**config.mk**
```make
export PLATFORM = sky130hd
export DESIGN_NAME = alu_pipe32
export DESIGN_NICKNAME = d
export VERILOG_FILES = /design/src/rtl/alu_pipe32.sv
export SDC_FILE = /design/constraint.sdc
export NUM_CORES = 1
export LEC_CHECK = 0
export CAP_MARGIN = 10
export CORE_MARGIN = 2
export CORE_UTILIZATION = 65
export CTS_BUF_LIST = sky130_fd_sc_hd__clkbuf_4
export CTS_CLUSTER_SIZE = 28
export DETAILED_ROUTE_END_ITERATION = 8
export PLACE_DENSITY = 0.9
export SLEW_MARGIN = 30
export SYNTH_ARGS = -nofsm -noshare
export SYNTH_HDL_FRONTEND = slang
export SYNTH_SLANG_ARGS = --single-unit
```
**constraint.sdc**
```tcl
create_clock -name clock -period 13.2 [get_ports clock]
set_clock_uncertainty 0.15 [all_clocks]
set_input_delay 2.64 -clock clock [delete_from_list [all_inputs] [get_ports clock]]
set_output_delay 2.64 -clock clock [all_outputs]
set_load 0.05 [all_outputs]
```
**src/rtl/alu_pipe32.sv**
```systemverilog
// 32-bit execute-stage ALU: add/sub/and/or/sll/sra with ne/lt/overflow flags.
// All outputs are registered once; a new operation is accepted every cycle.
module alu_pipe32 (
    input  logic        clock,
    input  logic        reset,
    input  logic [31:0] data_operandA,
    input  logic [31:0] data_operandB,
    input  logic [4:0]  ctrl_ALUopcode,
    input  logic [4:0]  ctrl_shiftamt,
    output logic [31:0] data_result,
    output logic        isNotEqual,
    output logic        isLessThan,
    output logic        overflow
);

    localparam logic [4:0] OP_ADD = 5'b00000;
    localparam logic [4:0] OP_SUB = 5'b00001;
    localparam logic [4:0] OP_AND = 5'b00010;
    localparam logic [4:0] OP_OR  = 5'b00011;
    localparam logic [4:0] OP_SLL = 5'b00100;
    localparam logic [4:0] OP_SRA = 5'b00101;

    logic [31:0] a, b;
    logic        is_sub;
    logic [31:0] b_op;
    logic [31:0] sum;
    logic        sum_ovf;

    assign a = data_operandA;
    assign b = data_operandB;

    // Shared adder: SUB is A + ~B + 1, carry-out dropped.
    assign is_sub  = (ctrl_ALUopcode == OP_SUB);
    assign b_op    = is_sub ? ~b : b;
    assign sum     = a + b_op + 32'(is_sub);
    assign sum_ovf = (a[31] == b_op[31]) && (sum[31] != a[31]);

    // Dedicated subtractor so the flags do not depend on the opcode.
    logic [31:0] cmp_diff;
    logic        cmp_ovf;

    assign cmp_diff = a + ~b + 32'd1;
    assign cmp_ovf  = (a[31] != b[31]) && (cmp_diff[31] != a[31]);

    logic [4:0]  sh;
    logic [31:0] l1, l2, l4, l8, l16;
    logic [31:0] r1, r2, r4, r8, r16;
    logic        sgn;

    assign sh  = ctrl_shiftamt;
    assign sgn = a[31];

    assign l1  = sh[0] ? {a[30:0],   1'b0}  : a;
    assign l2  = sh[1] ? {l1[29:0],  2'b0}  : l1;
    assign l4  = sh[2] ? {l2[27:0],  4'b0}  : l2;
    assign l8  = sh[3] ? {l4[23:0],  8'b0}  : l4;
    assign l16 = sh[4] ? {l8[15:0], 16'b0}  : l8;

    assign r1  = sh[0] ? {sgn,        a[31:1]}   : a;
    assign r2  = sh[1] ? {{2{sgn}},  r1[31:2]}  : r1;
    assign r4  = sh[2] ? {{4{sgn}},  r2[31:4]}  : r2;
    assign r8  = sh[3] ? {{8{sgn}},  r4[31:8]}  : r4;
    assign r16 = sh[4] ? {{16{sgn}}, r8[31:16]} : r8;

    logic [31:0] res_d;
    logic        ovf_d;

    always_comb begin
        res_d = 32'd0;
        ovf_d = 1'b0;
        unique case (ctrl_ALUopcode)
            OP_ADD,
            OP_SUB: begin
                res_d = sum;
                ovf_d = sum_ovf;
            end
            OP_AND:  res_d = a & b;
            OP_OR:   res_d = a | b;
            OP_SLL:  res_d = l16;
            OP_SRA:  res_d = r16;
            default: res_d = 32'd0;
        endcase
    end

    always_ff @(posedge clock) begin
        if (reset) begin
            data_result <= 32'd0;
            isNotEqual  <= 1'b0;
            isLessThan  <= 1'b0;
            overflow    <= 1'b0;
        end else begin
            data_result <= res_d;
            isNotEqual  <= |cmp_diff;
            isLessThan  <= cmp_diff[31] ^ cmp_ovf;
            overflow    <= ovf_d;
        end
    end

endmodule

```
==> results.toml <==
[floorplanning]
row_count = 45
die_y_um = 127
core_area_um2 = 15000
die_w_um = 127
start_util = 0.659
io-pin-count = 111
fp.dieArea_um2 = 16300

[drt]
avgRoutedWirePerCell_um = 25.1
drt_pass1_iterations = 9
ant_nets = 0
num_vias = 11522
drc = 0
first_iter_violations = 2114
vias_per_cell = 7.43
wl_um = 39000

[clock_network]
path_clk_slew_ns = 0.17
cts_tree = "yes"
clockRootBuffer = "clkbuf_4"
clock_sinks = 35
postCtsSetupBuffers = 0
clockBufferDepth = 2
hold_buffers = 0
cts.repair.resized = 0
htree_num_levels = 2
cts_buffers = 5

[timing]
hold_violations = 0
final_max_slew_viol_count = 0
worst_pin_slew_ns = 1.00
slew_headroom = 0.333
period_share = 0.602
finalSetupTns_ns = 0
fmax_mhz = 126
finalSetupViolCount = 0
rsz0062_at_grt = "no"
min_period_ns = 7.95

[setup_path]
cp_top_family = "compound AO/OA/AOI/OAI gates"
path_cells = "clkdlybuf4s50_1 -> inv_1 -> ha_1 -> nor3_1 -> nand3_1 -> a2111oi_0 -> nor3_1 -> a21oi_1 -> o21ai_1 -> a21o_1 -> a21oi_1 -> o41ai_1 -> fa_1 -> nand3_1 -> a2111oi_0 -> nand3_1 -> a2111oi_0 -> nand4_1 -> nor4_2 -> a41oi_1"
slowest_delay_ns = 0.76
path_class = "input port to register"
cp_num_buf_inv = 2
critPathLaunch = "data_operandA[11]"
required_ns = 13.37
cp-start-kind = "input port"
endpoint_kind = "register"
crit_arrival_ns = 8.11
crit_slowest_cell = "clkdlybuf4s50_1"
critical_path_peak_fanout = 13

[synthesis]
synth_seq_cells = 35
synthArstFlopShare = 0
synthTopCellsByArea = "ha_1, mux4_2, mux2i_1"
syn_nets = 1526
synth_flop_cell = "dfxtp_1"
ys_warn_count = 0
synthTopCellsByCount = "nor2_1, ha_1, a21oi_1, inv_1, nand2_1"
ys_seq_area_frac = 0.0707
synth_top_area_cell = "ha_1"
synth-edff-count = 0
syn_avg_cell_area_um2 = 7.51
synthCells = 1319
synth_top_area_frac = 0.163
synth_most_common_cell = "nor2_1"
synth_cell_type_count = 81
synth_area_um2 = 9910

[global_route]
busiest_layer = "met2"
met2_usage = 0.735
grt_use_met1 = 0.594
antenna_found_initial = 1
overflow = 0
grt_pass1_wl_um = 59600
grt_pass1_vias = 10735
use_met3 = 0.130
grt_use_total = 0.468
grt_max_degree = 84

[power]
power_frac_seq = 0.175
power.internal_uw = 297
clockPowerShare = 0.102
ir_drop_v = 0.0000311
p_sw_frac = 0.515
p_per_area_nw_per_um2 = 55.4
power.switching_uw = 316
power_frac_comb = 0.722
leakage_nw = 4.58

[cells_and_area]
drive_gt1_frac = 0.0720
nets = 1569
fillers = 1217
syn_to_final_growth_pct = 11.5
final_util = 0.735

[place]
port_buffers = 110
hpwl_um = 30000
finalWeightedCongestion = 1.06

[flow_run]
drv_cap = 0

[outcome]
outcome = "finished, final reports clean"

[hold_path]
hold_path.startpoint = "reset"
hold_path_class = "input port to register"
## final cells by class
class | instances | area, µm² | area share
antenna | 1 | 2.50 | 0.000226
clock buffer | 5 | 37.5 | 0.00340
clock inverter | 2 | 8.76 | 0.000792
inverter | 96 | 360 | 0.0326
multi-input combinational | 1100 | 8510 | 0.770
sequential | 35 | 701 | 0.0634
tap | 188 | 235 | 0.0213
timing repair buffer | 124 | 1200 | 0.109
## flip-flops by register name, summed over array words and instances (netlist names)
register,flops
overflow,1
data_result,32
isNotEqual,1
isLessThan,1
## cells by family (layout without fill, tap and decap cells)
group | after synthesis | after routing | share of synthesized area
AO/OA/AOI/OAI | 405 | 405 | 0.270
XOR/XNOR | 58 | 58 | 0.0513
flip-flops | 35 | 35 | 0.0707
multiplexers | 132 | 132 | 0.193
AND/OR/NAND/NOR | 374 | 374 | 0.176
adder cells (fa/ha/maj) | 131 | 131 | 0.167
other | 0 | 1 | 0
buffers and inverters | 184 | 227 | 0.0725
## layer usage
layer | vias up | part of all wire
li1 | 4986 | -
met1 | 5299 | 0.36
met2 | 1010 | 0.44
met3 | 227 | 0.13
met4 | 0 | 0.066
met5 | - | 0
## through the flow
stage | total power, mW | setup WS [ns] | hold slack (ns) | instance area, µm² | std cells
6_report | 0.613 | 5.25 | 2.76 | 11100 | 1551
5_1_grt | 0.639 | 4.95 | 2.77 | 11100 | 1551
4_1_cts | 0.589 | 5.48 | 2.76 | 11000 | 1549
3_5_place_dp | 0.529 | 5.06 | 3.21 | 11000 | 1542
3_3_place_gp | 0.524 | 5.27 | 3.17 | 11000 | 1542
2_1_floorplan | 0.397 | 6.55 | 2.56 | 9910 | 1319
## power groups by stage
stage	Clock, mW	Combinational [mW]	Sequential (mW)
after detailed placement	0	0.420	0.110
after CTS	0.0602	0.422	0.107
final	0.0627	0.443	0.107
after global routing	0.0635	0.468	0.107
after global placement	0	0.414	0.110
after floorplan	0	0.282	0.114
## cells in the final DEF, fill, tap and decap left out, types with 10 or more instances in the layout
cell type,instances
a31oi_1,18
a21o_1,20
mux2_2,13
a221oi_1,25
ha_1,129
nand2_1,91
o21ai_0,87
clkdlybuf4s50_1,106
xor2_1,10
xnor2_1,48
a211oi_1,10
a211o_1,10
nor4_1,12
a21oi_1,106
mux2i_1,72
nor2_1,137
mux4_2,46
nand2b_1,11
inv_1,94
nor3_1,37
nor2b_1,19
buf_4,12
o22ai_1,10
o211ai_1,17
nand3_1,19
dfxtp_1,35
## worst paths after layout
check,endpoint,slack [ns],depth (start not counted)
setup / recovery,isNotEqual,5.25,20
hold / removal,isLessThan,2.76,2
(Power assumes the default switching activity.)
